File: src/rtl/ifid_skid_reg_if.sv
// IF/ID boundary bundle: fetch-side valid/ready/data, decode-side valid/ready/data and the redirect flush.
// master = surrounding pipeline (IF, ID, hazard unit), slave = the skid register.
interface ifid_skid_reg_if #(parameter int XLEN = 32);
  typedef struct packed {
    logic [XLEN-1:0] pc;
    logic [XLEN-1:0] pc_plus4;
    logic [XLEN-1:0] instr;
  } ifid_t;

  logic  flush;
  logic  in_valid;
  logic  in_ready;
  ifid_t in_data;
  logic  out_valid;
  logic  out_ready;
  ifid_t out_data;

  modport master (output flush, in_valid, in_data, out_ready,
                  input  in_ready, out_valid, out_data);
  modport slave  (input  flush, in_valid, in_data, out_ready,
                  output in_ready, out_valid, out_data);
endinterface

File: src/rtl/ifid_skid_reg.sv
// IF/ID pipeline register with a 2-entry skid buffer; in_ready is decoded from state only.
// Optional IFID_PERF_EN adds a saturating bubble_cnt of cycles with out_valid low.
module ifid_skid_reg #(
  parameter int XLEN = 32
) (
  input  logic               clk,
  input  logic               reset,
`ifdef IFID_PERF_EN
  output logic [31:0]        bubble_cnt,
`endif
  ifid_skid_reg_if.slave     bus
);
  localparam int W = 3 * XLEN;

  typedef enum logic [1:0] {EMPTY, FULL, SKID} state_t;

  state_t         state, state_nxt;
  logic [W-1:0]   main_q, skid_q;
  logic           in_fire, out_fire;
  logic           load_main_in, load_main_skid, load_skid;

  assign in_fire  = bus.in_valid & bus.in_ready;
  assign out_fire = bus.out_valid & bus.out_ready;

  always_ff @(posedge clk) begin
    if (reset) state <= EMPTY;
    else       state <= state_nxt;
  end

  always_comb begin
    state_nxt = state;
    if (bus.flush) begin
      state_nxt = EMPTY;
    end else begin
      case (state)
        EMPTY:   if (in_fire) state_nxt = FULL;
        FULL: begin
          if (in_fire && !out_fire)      state_nxt = SKID;
          else if (!in_fire && out_fire) state_nxt = EMPTY;
        end
        SKID:    if (out_fire) state_nxt = FULL;
        default: state_nxt = EMPTY;
      endcase
    end
  end

  always_comb begin
    bus.in_ready   = (state != SKID);
    bus.out_valid  = (state != EMPTY);
    bus.out_data   = main_q;
    load_main_in   = 1'b0;
    load_main_skid = 1'b0;
    load_skid      = 1'b0;
    if (!bus.flush) begin
      case (state)
        EMPTY:   load_main_in = in_fire;
        FULL: begin
          load_main_in = in_fire & out_fire;
          load_skid    = in_fire & ~out_fire;
        end
        SKID:    load_main_skid = out_fire;
        default: ;
      endcase
    end
  end

  // Flush only clears state; data registers may hold stale bundles.
  always_ff @(posedge clk) begin
    if (reset) begin
      main_q <= '0;
      skid_q <= '0;
    end else begin
      if (load_main_in)        main_q <= bus.in_data;
      else if (load_main_skid) main_q <= skid_q;
      if (load_skid)           skid_q <= bus.in_data;
    end
  end

`ifdef IFID_PERF_EN
  always_ff @(posedge clk) begin
    if (reset)                                bubble_cnt <= '0;
    else if (!bus.out_valid && bubble_cnt != '1) bubble_cnt <= bubble_cnt + 32'd1;
  end
`endif
endmodule

File: src/flat_wrapper.sv
// flat-port wrapper written by rule: the top's interface ports become plain ports
module ifid_skid_reg_flat 
#(
  parameter int XLEN = 32
)
  (clk, reset, bus_flush, bus_in_valid, bus_in_data, bus_out_ready, bus_in_ready, bus_out_valid, bus_out_data);
  ifid_skid_reg_if #(.XLEN(XLEN)) bus_i ();
  input  logic clk;
  input  logic reset;
  input wire logic [$bits(bus_i.flush)-1:0] bus_flush;
  input wire logic [$bits(bus_i.in_valid)-1:0] bus_in_valid;
  input wire logic [$bits(bus_i.in_data)-1:0] bus_in_data;
  input wire logic [$bits(bus_i.out_ready)-1:0] bus_out_ready;
  output wire logic [$bits(bus_i.in_ready)-1:0] bus_in_ready;
  output wire logic [$bits(bus_i.out_valid)-1:0] bus_out_valid;
  output wire logic [$bits(bus_i.out_data)-1:0] bus_out_data;
  assign bus_i.flush = bus_flush;
  assign bus_i.in_valid = bus_in_valid;
  assign bus_i.in_data = bus_in_data;
  assign bus_i.out_ready = bus_out_ready;
  assign bus_in_ready = bus_i.in_ready;
  assign bus_out_valid = bus_i.out_valid;
  assign bus_out_data = bus_i.out_data;
  ifid_skid_reg #(.XLEN(XLEN)) u_core (.clk(clk), .reset(reset), .bus(bus_i));
endmodule
File: config.mk
export PLATFORM = sky130hd
export DESIGN_NAME = ifid_skid_reg_flat
export DESIGN_NICKNAME = d
export VERILOG_FILES = /design/src/rtl/ifid_skid_reg_if.sv /design/src/rtl/ifid_skid_reg.sv /design/src/flat_wrapper.sv
export SDC_FILE = /design/constraint.sdc
export NUM_CORES = 1
export LEC_CHECK = 0
export ABC_AREA = 1
export CAP_MARGIN = 20
export CORE_MARGIN = 5
export CORE_UTILIZATION = 54
export CTS_CLUSTER_DIAMETER = 30
export CTS_CLUSTER_SIZE = 14
export DETAILED_ROUTE_END_ITERATION = 6
export PLACE_DENSITY = 0.95
export SETUP_SLACK_MARGIN = 0.05
export SYNTH_ARGS = -nofsm -noshare
export SYNTH_HDL_FRONTEND = slang
export SYNTH_SLANG_ARGS = --single-unit
File: constraint.sdc
create_clock -name clk -period 4.5 [get_ports clk]
set_input_delay 0.675 -clock clk [delete_from_list [all_inputs] [get_ports clk]]
set_output_delay 0.675 -clock clk [all_outputs]
set_load 0.05 [all_outputs]
After elaboration in Yosys (flattened, before gate mapping)
Index checks and enable logic that the tools add are counted.

Add/subtract/negate cells: 0. Multiply operators: 0. Div/mod/pow operators: 0. Magnitude comparators: 0. Equality and inequality tests: 6. Shift-type cells: 0. Multiplexer cells: 13. Bitwise operators: 5. Reductions and logical operators: 9.

Operators by type and width (count): two-way mux 96 bit (2); two-way mux 2 bit (4); one-hot mux 2 bit (3 select lines) (1); two-way mux 1 bit (5); bitwise AND 1 bit (4); inequality test 2 x 1 -> 1 bit, second input constant (2); nonzero test 2 bit (2); inequality test 3 x 1 -> 1 bit, second input constant (1); AND reduction 3 bit (1); equality test 2 x 1 -> 1 bit, second input constant (1); equality test 2 bit, second input constant (1); logical AND 1 bit (2); logical NOT 1 bit (2); logical NOT 2 bit (1); inequality test 2 bit, second input constant (1); one-hot mux 1 bit (2 select lines) (1); OR reduction 2 bit (1); NOT 1 bit (1).

Register bits after elaboration: 194. Bits in latches: 0. Memory bits (writable): 0. Bits in read-only memories: 0. Bits of input ports: 101. Output and inout port bits: 98. Word-level logic and storage cells: 36. Memories: 0.

Depth between registers and ports, before layout
Gate-level depths: netlist of the first run.

Word-level depth: 7. Depth in mapped cells: 13.

Worst setup path after synthesis of the first run
Ideal clock, no wire load.

Kind: register -> register. From: register u_core.state[1]. To: register u_core.main_q[55] (netlist: u_core.bus.out_data[55]). Setup time: 0.070 ns. Data arrival time: 1.959 ns. Setup slack: 2.471 ns. Stages on the path, launching flop included: 13. Path buffers: 3. Cells stage by stage: dfxtp_1 inv_1 nor2_2 clkbuf_1 nor2_1 ha_1 nand3_1 nand2_1 nand2_1 buf_4 buf_2 nand3_1 a21oi_1.

Cells in the longest elaborated chain, start to end: 6.

RTL lines: start: declaration (line ifid_skid_reg.sv:17) `state_t state, state_nxt;`; start signal: assignment (line ifid_skid_reg.sv:27) `else state <= state_nxt;`; inequality test 2 bit / nonzero test 2 bit (equally long branches) (line ifid_skid_reg.sv:48, ifid_skid_reg.sv:49); bitwise AND 1 bit, on equally long branches (line ifid_skid_reg.sv:22, ifid_skid_reg.sv:23); bitwise AND 1 bit (line ifid_skid_reg.sv:58) `load_main_in = in_fire & out_fire;`; one-hot mux 1 bit (2 select lines) (line ifid_skid_reg.sv:55) `case (state)`; two-way mux 1 bit (line ifid_skid_reg.sv:54) `if (!bus.flush) begin`; two-way mux 96 bit / nonzero test 2 bit (equally long branches); end signal: assignment (line ifid_skid_reg.sv:73) `if (load_main_in) main_q <= bus.in_data;`; end signal: assignment (line ifid_skid_reg.sv:74) `else if (load_main_skid) main_q <= skid_q;`; end: declaration (line ifid_skid_reg.sv:18) `logic [W-1:0] main_q, skid_q;`.

Parallel ways exist; a longest one is shown, timed or not. A chain may end at the register's enable or synchronous reset.

Worst setup path in the final report of the first run
From: register u_core.state[1]. To: register u_core.main_q[23] (netlist: u_core.bus.out_data[23]).

The elaborated chain is that of the path after synthesis.

==> results of run 1 <==
==> power by group <==
part	internal, uW	total (uW)	switching, uW
logic	205	579	374
registers	1770	1800	29.9
clock network	961	1620	654
==> worst min path at each step <==
stage                                   end               from  slack, ns
final                     u_core.skid_q[86]  u_core.skid_q[86]       0.46
after global routing      u_core.skid_q[48]  u_core.skid_q[48]       0.47
after CTS                 u_core.skid_q[50]  u_core.skid_q[50]       0.46
after detailed placement  u_core.skid_q[50]  u_core.skid_q[50]       0.45
after global placement    u_core.skid_q[60]  u_core.skid_q[60]       0.45
after floorplan           u_core.skid_q[67]  u_core.skid_q[67]       0.44
==> placed cells by master (no fill, tap or decap), drive strengths merged <==
master	netlist	routed
a21oi	193	193
a31oi	1	1
buf	46	9
bufinv	0	4
clkbuf	66	19
clkdlybuf4s50	0	197
clkinv	1	5
clkinvlp	0	2
dfxtp	194	194
ha	1	1
inv	101	104
nand2	199	199
nand3	386	386
nand3b	1	1
nor2	8	8
nor3	1	1
or2	1	1
==> metal layers <==
metal	wire length, um	part of all wire, %	global-route usage (%)
met3	2094	8.5	4.421
met1	9885	40	34.57
met2	11880	48	41.98
met5	0	0	0
met4	745	3.0	11.09
==> flip-flops by register name, indices dropped and copies added, names as in the netlist <==
signal / flops
u_core.bus.out_data: 96
u_core.skid_q: 96
u_core.state: 2
==> critical path: stages (launching register included) <==
cell and delay, ns:
dfxtp_1 0.33, inv_1 0.09, nor2_4 0.53, nor2_1 0.09, ha_1 0.20, nand3_1 0.13, nand2_4 0.29, nand2_4 0.91
nand3_1 0.19, a21oi_1 0.23
==> per-stage QoR <==
stage                     cell area, um2  setup slack [ns]  hold slack, ns  util [%]
after global routing               10980             1.119          0.4726     71.71
after CTS                          10980             1.422          0.4623     71.71
final                              10980             1.382          0.4602     71.71
after floorplan                     8468             2.471          0.4400         -
after detailed placement           10350             1.051          0.4521     67.57
after global placement             10350             1.192          0.4477     67.57
==> cells by family (layout without fill, tap and decap cells) <==
kind of cell | Yosys count | after routing
buffers and inverters | 214 | 340
adders and majority gates | 1 | 1
AOI/OAI and AO/OA | 194 | 194
DFF | 194 | 194
and+or+nand+nor | 596 | 596
==> area by class of cell <==
class / instances / area, um2
fillers: 1203 / 4333
clock buffers: 19 / 452.9
multi-input cells: 791 / 3769
clock inverters: 13 / 181.4
repair buffers: 206 / 2043
inverters: 102 / 387.9
flip-flops and latches: 194 / 3884
well taps: 211 / 264.0
==> results.md, run 1 <==
* Outcome: finished, final reports clean
* Clock Path Buffers at 2
* Syn Std Cell Area at between 0.008 and 0.009 mm2
* CTS Hold Bufs at 0
* Routed vias at about 9000
* Minimum clock period at between 3 and 4 ns
* Nets at around 1400
* Number of port buffers at about 200
* Post-synthesis sequential area ratio at 45.86%
* Worst Skew at between 0.009 and 0.01 ns
* Count leader, synth: nand3_1
* Total congestion overflow at 0
* Worst-Skew Late Latency at between 0.4 and 0.5 ns
* Max Freq at 320.7 MHz
* P per Cell Area at 363.4 mW/mm2
* Initial Util at about 55%
* Syn nets at 1301
* Reg2reg setup slack at between 1 and 1.5 ns
* Post-Synthesis Cells at roughly 1200
* Total core area at 0.01531 mm2
* Adder-cell share of the synthesized area at 0.1478%
* Slew Limit Fails at 0
* Main combinational cell family by area after synthesis: simple AND/OR/NAND/NOR gates
* Die Area at about 0.018 mm2
* Total Routing Usage GR at 26.03%
* Antenna-violating nets left at 0
* Worst hold path class: flip-flop to flip-flop
* Area Growth Syn to Fin at 29.68%
* Routed wire length per instance at approximately 16 um
* Ys Warns at 0
* Post-synth top area share at 45.86%
* CP endpoint: u_core.bus.out_data[23]
* Ys async rst share at 0%
* Placed Instances at 1504
* Detailed Route Iter0 Violations at about 1100
* Setup crit end kind: flip-flop
* WP data required at approximately 4.8 ns
* Post-Synth XOR/XNOR Area at 0%
* Clock root buffer: clkbuf_16
* Most frequent cells after synthesis: nand3_1, nand2_1, dfxtp_1
* Share of cells above drive strength 1 at approximately 3.8%
* Num CTS Buffers at 17
* TritonCTS clock tree: built
* Post-synthesis simple-gate area fraction at about a third
* Post-CTS setup buffer count at 0
* R2r endpoint: u_core.bus.out_data[23]
* Setup violation total in the final timing report at 0
* Worst Setup SP: u_core.state[1]
* Drt first pass iters at 6
* Synth Register Bits at about 190
* Num rows at 45
* CTS resizes at 0
* First-pass GRT wire length at about 40 mm
* Die Width at roughly 140 um
* Critical path class: flip-flop to flip-flop
* Yosys cell types at 17
* Tot Pwr at approximately 4000 uW
* CP Launch Type: flip-flop
* Mux contribution to synthesized area at 0%
* Pleak at ~0.004 uW
* Vias in the first global route at ~8000
* HPWL Detailed at around 14 mm
* Largest cells by area after synthesis: dfxtp_1, nand3_1, a21oi_1
* Period utilization at between 60% and 70%
* Ports at approximately 200
* Worst Hold Depth at 2
* DIE HEIGHT at approximately 140 um
* Initial antenna violation count at 0
* Pin count of the biggest net entering global routing at ~120
* Synth Flop Type: dfxtp_1
* DRC Markers at 0
* Placer congestion estimate at roughly 0.8
* EDFF count, synth at 0
* Final hold vios at 0
* Cells on worst reg2reg path at 9
* Final instance count without filler cells at 1536
* Syn_area_per_cell at 7.063 um2
* Max rail drop VDD at ~250 uV
* H-tree depth at 4
* WP data arrival at roughly 3.5 ns
* Rel. slew slack at roughly a quarter
* CTS sink cnt at around 190
* Via/cell ratio at 5.809
* Maxcap violations at 0
* RSZ-0062 raised after global routing: no
* Synth Area in Compound Gates at ~11%
* Reg clk slew, reported paths at 0.07 ns
* Worst Path Max Fanout at 96
* Ant diodes at 0
* Final sum of negative setup slack at 0 ns
* Total routed wirelength at approximately 25 mm
* Synth area leader: dfxtp_1
* R2r startpoint: u_core.state[1]
* Slew @ Worst Pin at approximately 1.1 ns
(Power assumes the default switching activity.)
==> inputs of run 2 (changes only) <==
CORE_UTILIZATION = 50   (was 54)
PLACE_DENSITY = 0.9   (was 0.95)
clock period = 3.07 ns   (was 4.5 ns; I/O delays follow)
==> run 2 against run 1 <==
Compared with the run above:
- clock power rose by 60%
- cell count rose by 1.5%
- register-to-register slack got worse by 0.53 ns
- critical path type is now flip-flop to output pin
- highest routed layer unchanged
- count of clock-buffer cells in the layout did not move
- via count rose by 0.40%
- first-iteration DRC count fell by 6.0%
==> results.md, run 2 (synthesis results as in run 1) <==
* Outcome: finished, final reports clean (unchanged)
* Placer congestion estimate at 0.7850 (was 0.7810)
* CP endpoint: bus_out_valid (was u_core.bus.out_data[23])
* Post-CTS setup buffer count at 0 (unchanged)
* Drt first pass iters at 5 (was 6)
* Num rows at 47 (was 45)
* Worst Setup SP: u_core.state[0] (was u_core.state[1])
* Final sum of negative setup slack at 0 ns (unchanged)
* Routed wire length per instance at 16.30 um (was 16.02 um)
* Clock power frac at 42.5% (was 40.5%)
* Antenna-violating nets left at 0 (unchanged)
* Slew Limit Fails at 0 (unchanged)
* Clock root buffer: clkbuf_16 (unchanged)
* Combinational share of power at 14.3% (was 14.5%)
* HPWL Detailed at 15.44 mm (was 14.22 mm)
* Setup crit end kind: output pin (was flip-flop)
* Die Width at 140.1 um (was 135.2 um)
* Worst Path Max Fanout at 6 (was 96)
* Number of port buffers at 198 (unchanged)
* Dpl cell area at 0.01053 mm2 (was 0.01035 mm2)
* CTS sink cnt at 194 (unchanged)
* Commonest non-fill, non-tap cells in the layout: nand3_1, clkdlybuf4s50_1, nand2_1 (unchanged)
* Slew @ Worst Pin at 0.7165 ns (was 1.130 ns)
* Setup violation total in the final timing report at 0 (unchanged)
* # fillers at 1343 (was 1203)
* First-pass GRT wire length at 41.48 mm (was 39.56 mm)
* Sequential power share at 43.2% (was 45.0%)
* Switching Fraction at 26.17% (was 26.51%)
* WP data required at 2.61 ns (was 4.84 ns)
* Pleak at 0.004183 uW (was 0.004065 uW)
* Reg2reg setup slack at 0.85 ns (was 1.38 ns)
* Max rail drop VDD at 387.8 uV (was 252.5 uV)
* Total congestion overflow at 0 (unchanged)
* P per Cell Area at 542.6 mW/mm2 (was 363.4 mW/mm2)
* Commonest non-fill, non-tap cell in the layout: nand3_1 (unchanged)
* Area Growth Syn to Fin at 32.61% (was 29.68%)
* CP Launch Type: flip-flop (unchanged)
* Initial Util at 51.06% (was 55.29%)
* Rel. slew slack at 52.23% (was 24.65%)
* Num CTS Buffers at 17 (unchanged)
* Pin count of the biggest net entering global routing at 98 (was 121)
* Die Area at 0.01964 mm2 (was 0.01829 mm2)
* Vias in the first global route at 8627 (was 8041)
* Maxcap violations at 0 (unchanged)
* WP data arrival at 1.97 ns (was 3.46 ns)
* CTS Hold Bufs at 0 (unchanged)
* Worst Hold Launch: u_core.skid_q[11] (was u_core.skid_q[86])
* Share of cells above drive strength 1 at 4.709% (was 3.774%)
* Initial antenna violation count at 1 (was 0)
* Detailed Route Iter0 Violations at 1012 (was 1077)
* Worst Skew at 0.007995 ns (was 0.009453 ns)
* Via/cell ratio at 5.747 (was 5.809)
* Nets at 1427 (was 1414)
* Worst hold path class: flip-flop to flip-flop (unchanged)
* Ports at 199 (unchanged)
* Worst-Skew Late Latency at 0.42 ns (was 0.43 ns)
* Reg clk slew, reported paths at 0.07 ns (about the same)
* Routed vias at 8959 (was 8923)
* R2r startpoint: u_core.state[0] (was u_core.state[1])
* Total Routing Usage GR at 25.09% (was 26.03%)
* Clock Path Buffers at 2 (unchanged)
* H-tree depth at 4 (unchanged)
* Post-route cell area at 0.01123 mm2 (was 0.01098 mm2)
* Cells on worst reg2reg path at 9 (unchanged)
* R2r endpoint: u_core.bus.out_data[75] (was u_core.bus.out_data[23])
* Total core area at 0.01658 mm2 (was 0.01531 mm2)
* Final hold vios at 0 (unchanged)
* Int Pwr at 4499 uW (was 2933 uW)
* TritonCTS clock tree: built (unchanged)
* Total routed wirelength at 25.41 mm (was 24.61 mm)
* RSZ-0062 raised after global routing: no (unchanged)
* DIE HEIGHT at 140.1 um (was 135.2 um)
* Minimum clock period at 2.433 ns
* CTS resizes at 0 (unchanged)
* Sw Pwr at 1594 uW (was 1058 uW)
* Critical path class: flip-flop to output pin (was flip-flop to flip-flop)
* Period utilization at between 70% and 80%
* DRC Markers at 0 (unchanged)
* Max Freq at a little over 400 MHz
==> run 2: cell types whose count changed in the layout (fill, tap and decap cells not counted) <==
cell        change
buf_4           +7
clkinv_2        -4
inv_8           +1
clkinvlp_4      -1
buf_12          +6
bufinv_16       +2
inv_6           +2
diode_2         +1
==> run 2: worst min-delay path by stage <==
stage | cells past startpoint | to | slack [ns]
2_1_floorplan | 2 | u_core.skid_q[67] | 0.44
3_3_place_gp | 2 | u_core.skid_q[61] | 0.45
3_5_place_dp | 2 | u_core.skid_q[11] | 0.45
4_1_cts | 2 | u_core.skid_q[83] | 0.46
5_1_grt | 2 | u_core.skid_q[71] | 0.48
6_report | 2 | u_core.skid_q[11] | 0.46
==> run 2: through the flow <==
step	instances	utilization (%)	setup slack (ns)	power [uW]	hold WS, ns
after floorplan	1199	-	1.041	3181	0.4400
after global placement	1526	63.51	0.5659	3538	0.4482
after detailed placement	1526	63.51	0.4595	3551	0.4521
after CTS	1558	67.70	0.6159	6113	0.4630
after global routing	1559	67.72	0.5474	6288	0.4764
final	1559	67.72	0.6367	6093	0.4620
==> run 2: worst max-delay path: stages (launching register included) <==
cell	delay, ns
dfxtp_1	0.46
nor2_1	0.15
inv_1	0.07
clkdlybuf4s50_1	0.86
==> run 2: final cells by class <==
cell class / instances / area (um2) / area share (%)
Clock buffer: 19 / 452.9 / 4.033
Multi-Input combinational cell: 791 / 3769 / 33.56
Clock inverter: 13 / 242.7 / 2.162
Sequential cell: 194 / 3884 / 34.58
Timing Repair Buffer: 219 / 2216 / 19.73
Antenna cell: 1 / 2.502 / 0.02228
Tap cell: 220 / 275.3 / 2.451
Inverter: 102 / 387.9 / 3.454
==> run 2: layer usage <==
| layer | track usage (%) | vias to the layer above | wire [um] |
|---|---|---|---|
| li1 | - | 4264 | - |
| met1 | 30.56 | 4183 | 10030 |
| met2 | 42.87 | 448 | 12650 |
| met5 | 0 | - | 0 |
| met4 | 11.42 | 0 | 735 |
| met3 | 4.840 | 64 | 1995 |
==> run 2: power groups by stage <==
| stage | Sequential (uW) | Combinational, uW | Clock (uW) |
|---|---|---|---|
| 6_report | 2630 | 870 | 2590 |
| 3_5_place_dp | 2690 | 860 | 0 |
| 4_1_cts | 2630 | 866 | 2610 |
| 5_1_grt | 2640 | 926 | 2720 |
| 2_1_floorplan | 2890 | 287 | 0 |
| 3_3_place_gp | 2690 | 851 | 0 |
